==> src/rtl/uart_tx.sv <==
// rtl/uart_tx.sv - UART transmitter: FIFO-fed framer with word length, parity, stop and break control.
// Frame settings are latched at pop, so LCR writes only take effect from the next word.
module uart_tx #(
  parameter int OVS = 16
) (
  input  logic       clk,
  input  logic       rst,
  input  logic       baud_pulse,
  input  logic       tx_fifo_empty_i,
  input  logic [7:0] tx_fifo_in,
  input  logic [1:0] wls,
  input  logic       stb,
  input  logic       pen,
  input  logic       eps,
  input  logic       sticky_parity,
  input  logic       set_break,
  output logic       tx_pop_o,
  output logic       tx_o,
  output logic       temt_o,
  output logic       busy_o
);

  localparam int TW = $clog2(2 * OVS);

  typedef enum logic [2:0] {IDLE, START, DATA, PARITY, STOP} state_t;

  state_t          state_q, state_d;
  logic [TW-1:0]   tick_q, tick_d;
  logic [2:0]      bit_q, bit_d;
  logic [7:0]      data_q, data_d;
  logic [1:0]      wls_q, wls_d;
  logic            stb_q, stb_d;
  logic            pen_q, pen_d;
  logic            eps_q, eps_d;
  logic            stk_q, stk_d;
  logic            tx_q, tx_d;

  logic            load;
  logic            last_data;
  logic [TW-1:0]   bit_len_m1;
  logic [7:0]      data_mask;
  logic            par_bit;
  logic            line;

  always_comb begin
    state_d    = state_q;
    tick_d     = tick_q;
    bit_d      = bit_q;
    data_d     = data_q;
    wls_d      = wls_q;
    stb_d      = stb_q;
    pen_d      = pen_q;
    eps_d      = eps_q;
    stk_d      = stk_q;
    load       = 1'b0;
    line       = 1'b1;
    last_data  = (bit_q == (3'd4 + {1'b0, wls_q}));

    // Only STOP stretches; 1.5 stop bits applies to 5-bit words.
    bit_len_m1 = TW'(OVS - 1);
    if (state_q == STOP && stb_q) begin
      bit_len_m1 = (wls_q == 2'b00) ? TW'(3 * OVS / 2 - 1) : TW'(2 * OVS - 1);
    end

    case (state_q)
      IDLE: begin
        if (!tx_fifo_empty_i) load = 1'b1;
      end
      default: begin
        if (baud_pulse) begin
          if (tick_q == bit_len_m1) begin
            tick_d = '0;
            case (state_q)
              START: begin
                state_d = DATA;
                bit_d   = 3'd0;
              end
              DATA: begin
                if (last_data) state_d = pen_q ? PARITY : STOP;
                else           bit_d   = bit_q + 3'd1;
              end
              PARITY: state_d = STOP;
              STOP: begin
                if (!tx_fifo_empty_i) load    = 1'b1;
                else                  state_d = IDLE;
              end
              default: state_d = IDLE;
            endcase
          end else begin
            tick_d = tick_q + TW'(1);
          end
        end
      end
    endcase

    if (load) begin
      data_d  = tx_fifo_in;
      wls_d   = wls;
      stb_d   = stb;
      pen_d   = pen;
      eps_d   = eps;
      stk_d   = sticky_parity;
      state_d = START;
      tick_d  = '0;
      bit_d   = 3'd0;
    end

    // Line value is derived from the next state so tx_o is a clean register.
    data_mask = 8'hFF >> (2'd3 - wls_d);
    par_bit   = stk_d ? ~eps_d : (eps_d ? ^(data_d & data_mask) : ~^(data_d & data_mask));
    case (state_d)
      START:   line = 1'b0;
      DATA:    line = data_d[bit_d];
      PARITY:  line = par_bit;
      default: line = 1'b1;
    endcase
    tx_d = set_break ? 1'b0 : line;
  end

  always_ff @(posedge clk) begin
    if (rst) begin
      state_q <= IDLE;
      tick_q  <= '0;
      bit_q   <= 3'd0;
      data_q  <= 8'h00;
      wls_q   <= 2'b00;
      stb_q   <= 1'b0;
      pen_q   <= 1'b0;
      eps_q   <= 1'b0;
      stk_q   <= 1'b0;
      tx_q    <= 1'b1;
    end else begin
      state_q <= state_d;
      tick_q  <= tick_d;
      bit_q   <= bit_d;
      data_q  <= data_d;
      wls_q   <= wls_d;
      stb_q   <= stb_d;
      pen_q   <= pen_d;
      eps_q   <= eps_d;
      stk_q   <= stk_d;
      tx_q    <= tx_d;
    end
  end

  // Pop must coincide with the capture edge because the FIFO is fall-through.
  assign tx_pop_o = load & ~rst;
  assign tx_o     = tx_q;
  assign busy_o   = (state_q != IDLE);
  assign temt_o   = (state_q == IDLE) & tx_fifo_empty_i;

endmodule

==> config.mk <==
export PLATFORM = sky130hd
export DESIGN_NAME = uart_tx
export DESIGN_NICKNAME = d
export VERILOG_FILES = /design/src/rtl/uart_tx.sv
export SDC_FILE = /design/constraint.sdc
export NUM_CORES = 1
export LEC_CHECK = 0
export ABC_AREA = 1
export CORE_MARGIN = 2
export CORE_UTILIZATION = 49
export CTS_CLUSTER_DIAMETER = 120
export DETAILED_ROUTE_END_ITERATION = 10
export GPL_TIMING_DRIVEN = 1
export HOLD_SLACK_MARGIN = 0.08
export PLACE_DENSITY = 0.85
export SETUP_SLACK_MARGIN = 0.2
export SLEW_MARGIN = 0
export SYNTH_ARGS = -nofsm -noshare
export SYNTH_HDL_FRONTEND = slang
export SYNTH_SLANG_ARGS = --single-unit
==> constraint.sdc <==
create_clock -name clk -period 2.1 [get_ports clk]
set_input_delay 0.42 -clock clk [delete_from_list [all_inputs] [get_ports clk]]
set_output_delay 0.42 -clock clk [all_outputs]
set_load 0.005 [all_outputs]
# Word level (Yosys, flattened, before mapping)
# Cells that the tools add are included.
# classes
shifts	1
n_reduce_logical	8
n_bitwise	6
n_lt_le_gt_ge	1
mux	32
eq_ne	9
n_addsub	4
# op_table
op	count
$mux 3	12
$eq 3x2->1 const B	4
$pmux 3 s4	1
$mux 1	11
$mux 5	2
$and 8x8->8	1
$mux 8	1
$reduce_xnor 8->1	1
$reduce_xor 8->1	1
$shr 8x2->8 const A	1
$eq 3x1->1 const B	2
$pmux 3 s2	1
$add 5x1->5 const B	1
$eq 5x5->1	1
$lt 3x4->1 const B	1
$mux 4	1
$add 3x1->3 const B	1
$add 3x2->3 const A	1
$bmux 1 s3	1
$eq 3x3->1	1
$eq 3x3->1 const B	1
$logic_not 3->1	1
$not 1->1	3
$pmux 1 s3	1
8 further kinds	9
# word_totals
wordCells	71
out_inout_bits	4
reg_bits	26

# Logic depth before layout (Yosys ltp)
# depth
depth_word	16
mapped_depth	23
depth_no_buf	22

# Worst setup path after synthesis
# OpenSTA, ideal clock, no wires.
# synth_timing
kind	reg-to-reg
from	register state_q[2]
to	register tx_q (netlist: tx_o)
path_stages_with_launch	23
t_arrival_ns	1.942
slack_ns	0.046
period_less_slack_ns	2.054
required_time_ns	1.988
n_path_buf	1
path_cell_list	dfxtp_1 -> inv_1 -> nor3_2 -> nand2_1 -> nor2_1 -> nand4_1 -> nand2_2 -> nand2_4 -> buf_6 -> nand2_2 -> nand2_2 -> nand2_1 -> nand2_2 -> clkinv_1 -> nand2_1 -> nand2_1 -> nand3_1 -> nand2_1 -> nand3_1 -> nand3_1 -> nand2_1 -> nand2_1 -> nand2_1
# synth_via
elab_chain_cells	16
word_cells_on_any_way	43
# synth_rtl
element	line_no	source
start: declaration	27	state_t state_q, state_d;
start signal: assignment	133	state_q <= state_d;
$eq 3x3->1	61, 73	
$logic_and 1x1->1	61	if (state_q == STOP && stb_q) begin
$mux 5	61	
$eq 5x5->1	71	if (tick_q == bit_len_m1) begin
$mux 1	71	
$mux 1	70	if (baud_pulse) begin
$mux 1	65	case (state_q)
$mux 2	96	if (load) begin
$sub 2x2->2	109	data_mask = 8'hFF >> (2'd3 - wls_d);
$shr 8x2->8	109	
$and 8x8->8	110	par_bit = stk_d ? ~eps_d : (eps_d ? ^(data_d & data_mask) : ~^(data_d & data_mask));
$reduce_xnor 8->1 or $reduce_xor 8->1 (tied branches)	110	
$mux 1 (2 in series)	110	
$pmux 1 s3 (*)	111	case (state_d)
$mux 1 (*)	117	tx_d = set_break ? 1'b0 : line;
end signal: assignment	142	tx_q <= tx_d;
end: declaration	36	logic tx_q, tx_d;
# Mark *: on every way between the ends. The rest lies on a longest branch, timed or not. The select of a mux whose other input is x is not followed.
# A chain may end at the register's enable or synchronous reset.

# Worst setup path after layout
# layout_timing
from	register wls_q[0]
to	register tx_q (netlist: tx_o)
# layout_via
elab_chain_cells	16
word_cells_on_any_way	40
# layout_rtl
element	line_no	source
start: declaration	31	logic [1:0] wls_q, wls_d;
start signal: assignment	137	wls_q <= wls_d;
$logic_not 2->1	62	bit_len_m1 = (wls_q == 2'b00) ? TW'(3 * OVS / 2 - 1) : TW'(2 * OVS - 1);
$mux 4	62	
$mux 5	61	
$eq 5x5->1	71	
$mux 1	71	
$mux 1	70	
$mux 1	65	
$mux 2	96	
$sub 2x2->2	109	
$shr 8x2->8	109	
$and 8x8->8	110	
$reduce_xnor 8->1 or $reduce_xor 8->1 (tied branches)	110	
$mux 1 (2 in series)	110	
$pmux 1 s3 (*)	111	
$mux 1 (*)	117	
# Marks and branches as above.

==> key figures <==
Critical path
  – Crit. End Element: flip-flop
  – Worst reg2reg path startpoint: wls_q[0]$_SDFF_PP0_
  – Worst setup path category: reg -> reg
  – Critical Path RT: around 2400 ps
  – Launching element type of the critical path: flip-flop
  – Reg2Reg Depth: 19
  – CP Max Fanout: 9
  – Critical path origin: wls_q[0]$_SDFF_PP0_
  – Crit path DAT: roughly 3000 ps

CTS
  – Clock sink total: 26
  – CTS Buffer Depth: 2
  – Hold buffer count at CTS: 0
  – CTS tree: built
  – CTS clk-pin slew, worst paths: about 150 ps
  – Clk Tree Root Cell: clkbuf_4
  – Clock Latency Late Sink: 330 ps
  – Total CTS buffers: 3
  – # H-tree levels: 1

Place
  – DP Worst Slack: -457.4 ps
  – Routability cong.: ~0.84
  – Port bufs: 22
  – Post-DP Area: about 0.0024 sq mm
  – Detailed placer's ending HPWL: 3489 microns

Routing
  – Antenna Nets Post-Route: 0
  – Vias per cell: 5.935
  – WL/cell: ~18 microns
  – Detailed Route Iter0 Violations: ~260
  – First-pass DRT Iterations: 5
  – DR vias: between 2000 and 2500
  – DRT Wirelength: about 7400 microns
  – Residual DRC: 0

STA
  – Final min period: 2758 ps
  – Worst Max-Slew Pin Slew: between 400 and 500 ps
  – Max Freq: 362.6 MHz
  – Fin. Hold Viols: 0
  – Slew HR: 0.7061
  – Skew final: between 4 and 5 ps
  – Unrepaired setup endpoints after global routing: yes
  – PnR worst setup slack: -658.1 ps
  – Final setup violation count: 4
  – Fin crit share: 1.313
  – Fin. max-slew vios: 0

Layout
  – Most common cell after layout, fill and taps aside: buf_4
  – Most frequent cells in the layout: buf_4 (55), nand2_1 (48), nand2_2 (32), inv_1 (31), nor2_1 (26)
  – Area delta synth->final: 67.84%
  – Layout cell share with drive strength beyond 1: 0.4605
  – Final instance area: 0.002919 sq mm
  – Final core utilization: 0.8679
  – Final #Nets: ~400
  – Diodes inserted: 0

Worst hold path
  – Hold path start: pen_q$_SDFFE_PP0N_
  – Worst hold path depth: 2
  – HP Class: reg -> reg

Logic synthesis
  – Yosys warning count: 0
  – Syn Inst Count: roughly 280
  – Compound-Gate Fraction of Synth Area: 0.1151
  – Xor/xnor cell area share of the yosys netlist: 0.01511
  – Post-synthesis register bit count: 26
  – Share of synthesized area spent on multiplexers: 0.005755
  – Count of different cell masters after synthesis: 38
  – Simple-gate share of the synthesized area: 0.4374
  – Sequential element share of the synthesized area: 0.2993
  – Largest family of logic cells by synthesized area: simple AND/OR/NAND/NOR gates
  – Syn Std Cell Area: ~0.0017 sq mm
  – Synth Area in Adders: 0.01439
  – Synth Net Count: 302
  – Mapped Avg Cell Area: 6.189 sq um

Die
  – # rows: 21
  – I/O pin cnt: 23
  – Die W: between 60 and 70 microns
  – Die extent in y: roughly 64 microns
  – Initial core utilization: 0.5171
  – Die area: between 0.004 and 0.005 sq mm
  – Core Area: 0.003363 sq mm

Status
  – Failing checks: setup timing
  – Status: finished, violations left

Global routing
  – Largest net degree at the start of global routing: 20
  – Initial antenna violation count: 0
  – Vias in the first global route: roughly 2200
  – GRT Util Overall: 0.2922
  – Gr ovfl total: 0
  – Global-route wire length before repair: a little over 9000 microns

Pwr
  – PwrDens: 557.9 mW/mm^2
  – Worst vdd ir: 389.2 uV
  – Leakage: about 1.3 nW

Flow run
  – Maximum Capacitance Violations: 0
per-stage QoR:
| step | power, mW | std cells | setup TNS [ps] | hold WS [ps] |
|---|---|---|---|---|
| 4_1_cts | 1.414 | 408 | -343.0 | 537.7 |
| 6_report | 1.628 | 413 | -1082 | 527.2 |
| 5_1_grt | 1.688 | 413 | -2495 | 553.1 |
| 3_3_place_gp | 1.047 | 392 | -956.4 | 488.4 |
| 2_1_floorplan | 0.8520 | 281 | 0 | 456.1 |
| 3_5_place_dp | 1.061 | 392 | -1749 | 514.1 |
logic make-up after synthesis:
family,Yosys count
simple gates,171
buf+inv,47
compound gates,31
flops,26
xor+xnor,3
fa+ha+maj,2
mux,1
critical path, cell delays in order (launching register included):
cell and delay [ps]:
dfxtp_1 380, buf_4 160, a21oi_1 200, o2111ai_1 250
nand2_1 170, nand3_1 80, o21ai_0 120, nand2_1 130
o21ai_0 150, nand2_2 180, nand2_1 90, o21ai_0 110
a21oi_1 170, o21ai_1 80, nand3_1 70, nand2_1 60
inv_1 80, nand2_1 70, nand2_1 80, nand2_1 40
final timing paths:
kind / slack [ps] / end
hold / removal: 530 / pen_q$_SDFFE_PP0N_
setup / recovery: -660 / tx_o$_SDFF_PP1_
hold reg to reg: 530 / pen_q$_SDFFE_PP0N_
setup reg to reg: -660 / tx_o$_SDFF_PP1_
cells in the mapped netlist, drive strengths merged:
library cell / number / share of area
xnor2: 1 / 0.0050
nor3b: 1 / 0.0043
a21oi: 7 / 0.022
o311ai: 1 / 0.0050
o31ai: 1 / 0.0043
a22o: 1 / 0.0050
clkbuf: 2 / 0.0043
xor2: 2 / 0.010
dfxtp: 26 / 0.30
or2: 3 / 0.011
nand3: 28 / 0.081
o2111ai: 1 / 0.0050
nor3: 3 / 0.012
o21ai: 15 / 0.052
o211ai: 3 / 0.013
nand3b: 3 / 0.013
ha: 2 / 0.014
inv: 39 / 0.084
a22oi: 2 / 0.0086
nor2: 34 / 0.081
mux2i: 1 / 0.0058
nand4: 3 / 0.011
clkinv: 2 / 0.0043
and3: 1 / 0.0036
buf: 4 / 0.020
nand2: 95 / 0.22
state kept, by name, summed over array words and instances, names as in the netlist:
name	cells
tx_o	1
stb_q	1
eps_q	1
bit_q	3
state_q	3
stk_q	1
data_q	8
tick_q	5
wls_q	2
pen_q	1
per-layer routing:
layer,wire [microns],track usage,up-vias
li1,-,-,1068
met1,2545,0.2991,1111
met2,3761,0.5500,203
met3,569,0.04286,69
met4,530,0.1793,0
met5,0,0,-
layout make-up:
| type | instances | area [sq um] |
|---|---|---|
| Multi-Input combinational cell | 208 | 1361 |
| Clock buffer | 4 | 26.28 |
| Sequential cell | 26 | 531.8 |
| Tap cell | 46 | 57.56 |
| Inverter | 41 | 157.7 |
| Timing Repair Buffer | 88 | 784.5 |
| Fill cell | 171 | 444.2 |
where the power goes:
group          internal (mW)  switching (mW)  leakage (nW)  total [mW]
sequential             0.525          0.0223         0.216       0.547
clock                 0.0746           0.162        0.0150       0.237
combinational          0.382           0.462          1.11       0.844
total                  0.981           0.647          1.35        1.63
timing repair:
action / in CTS / in global routing
setup endpoints to repair: 15 / 23
cloned: 1 / 0
pin swaps: 18 / 35
buffers inserted: 11 / 5
resized for setup: 61 / 66
Note: power is estimated with default switching activity, not from simulation.
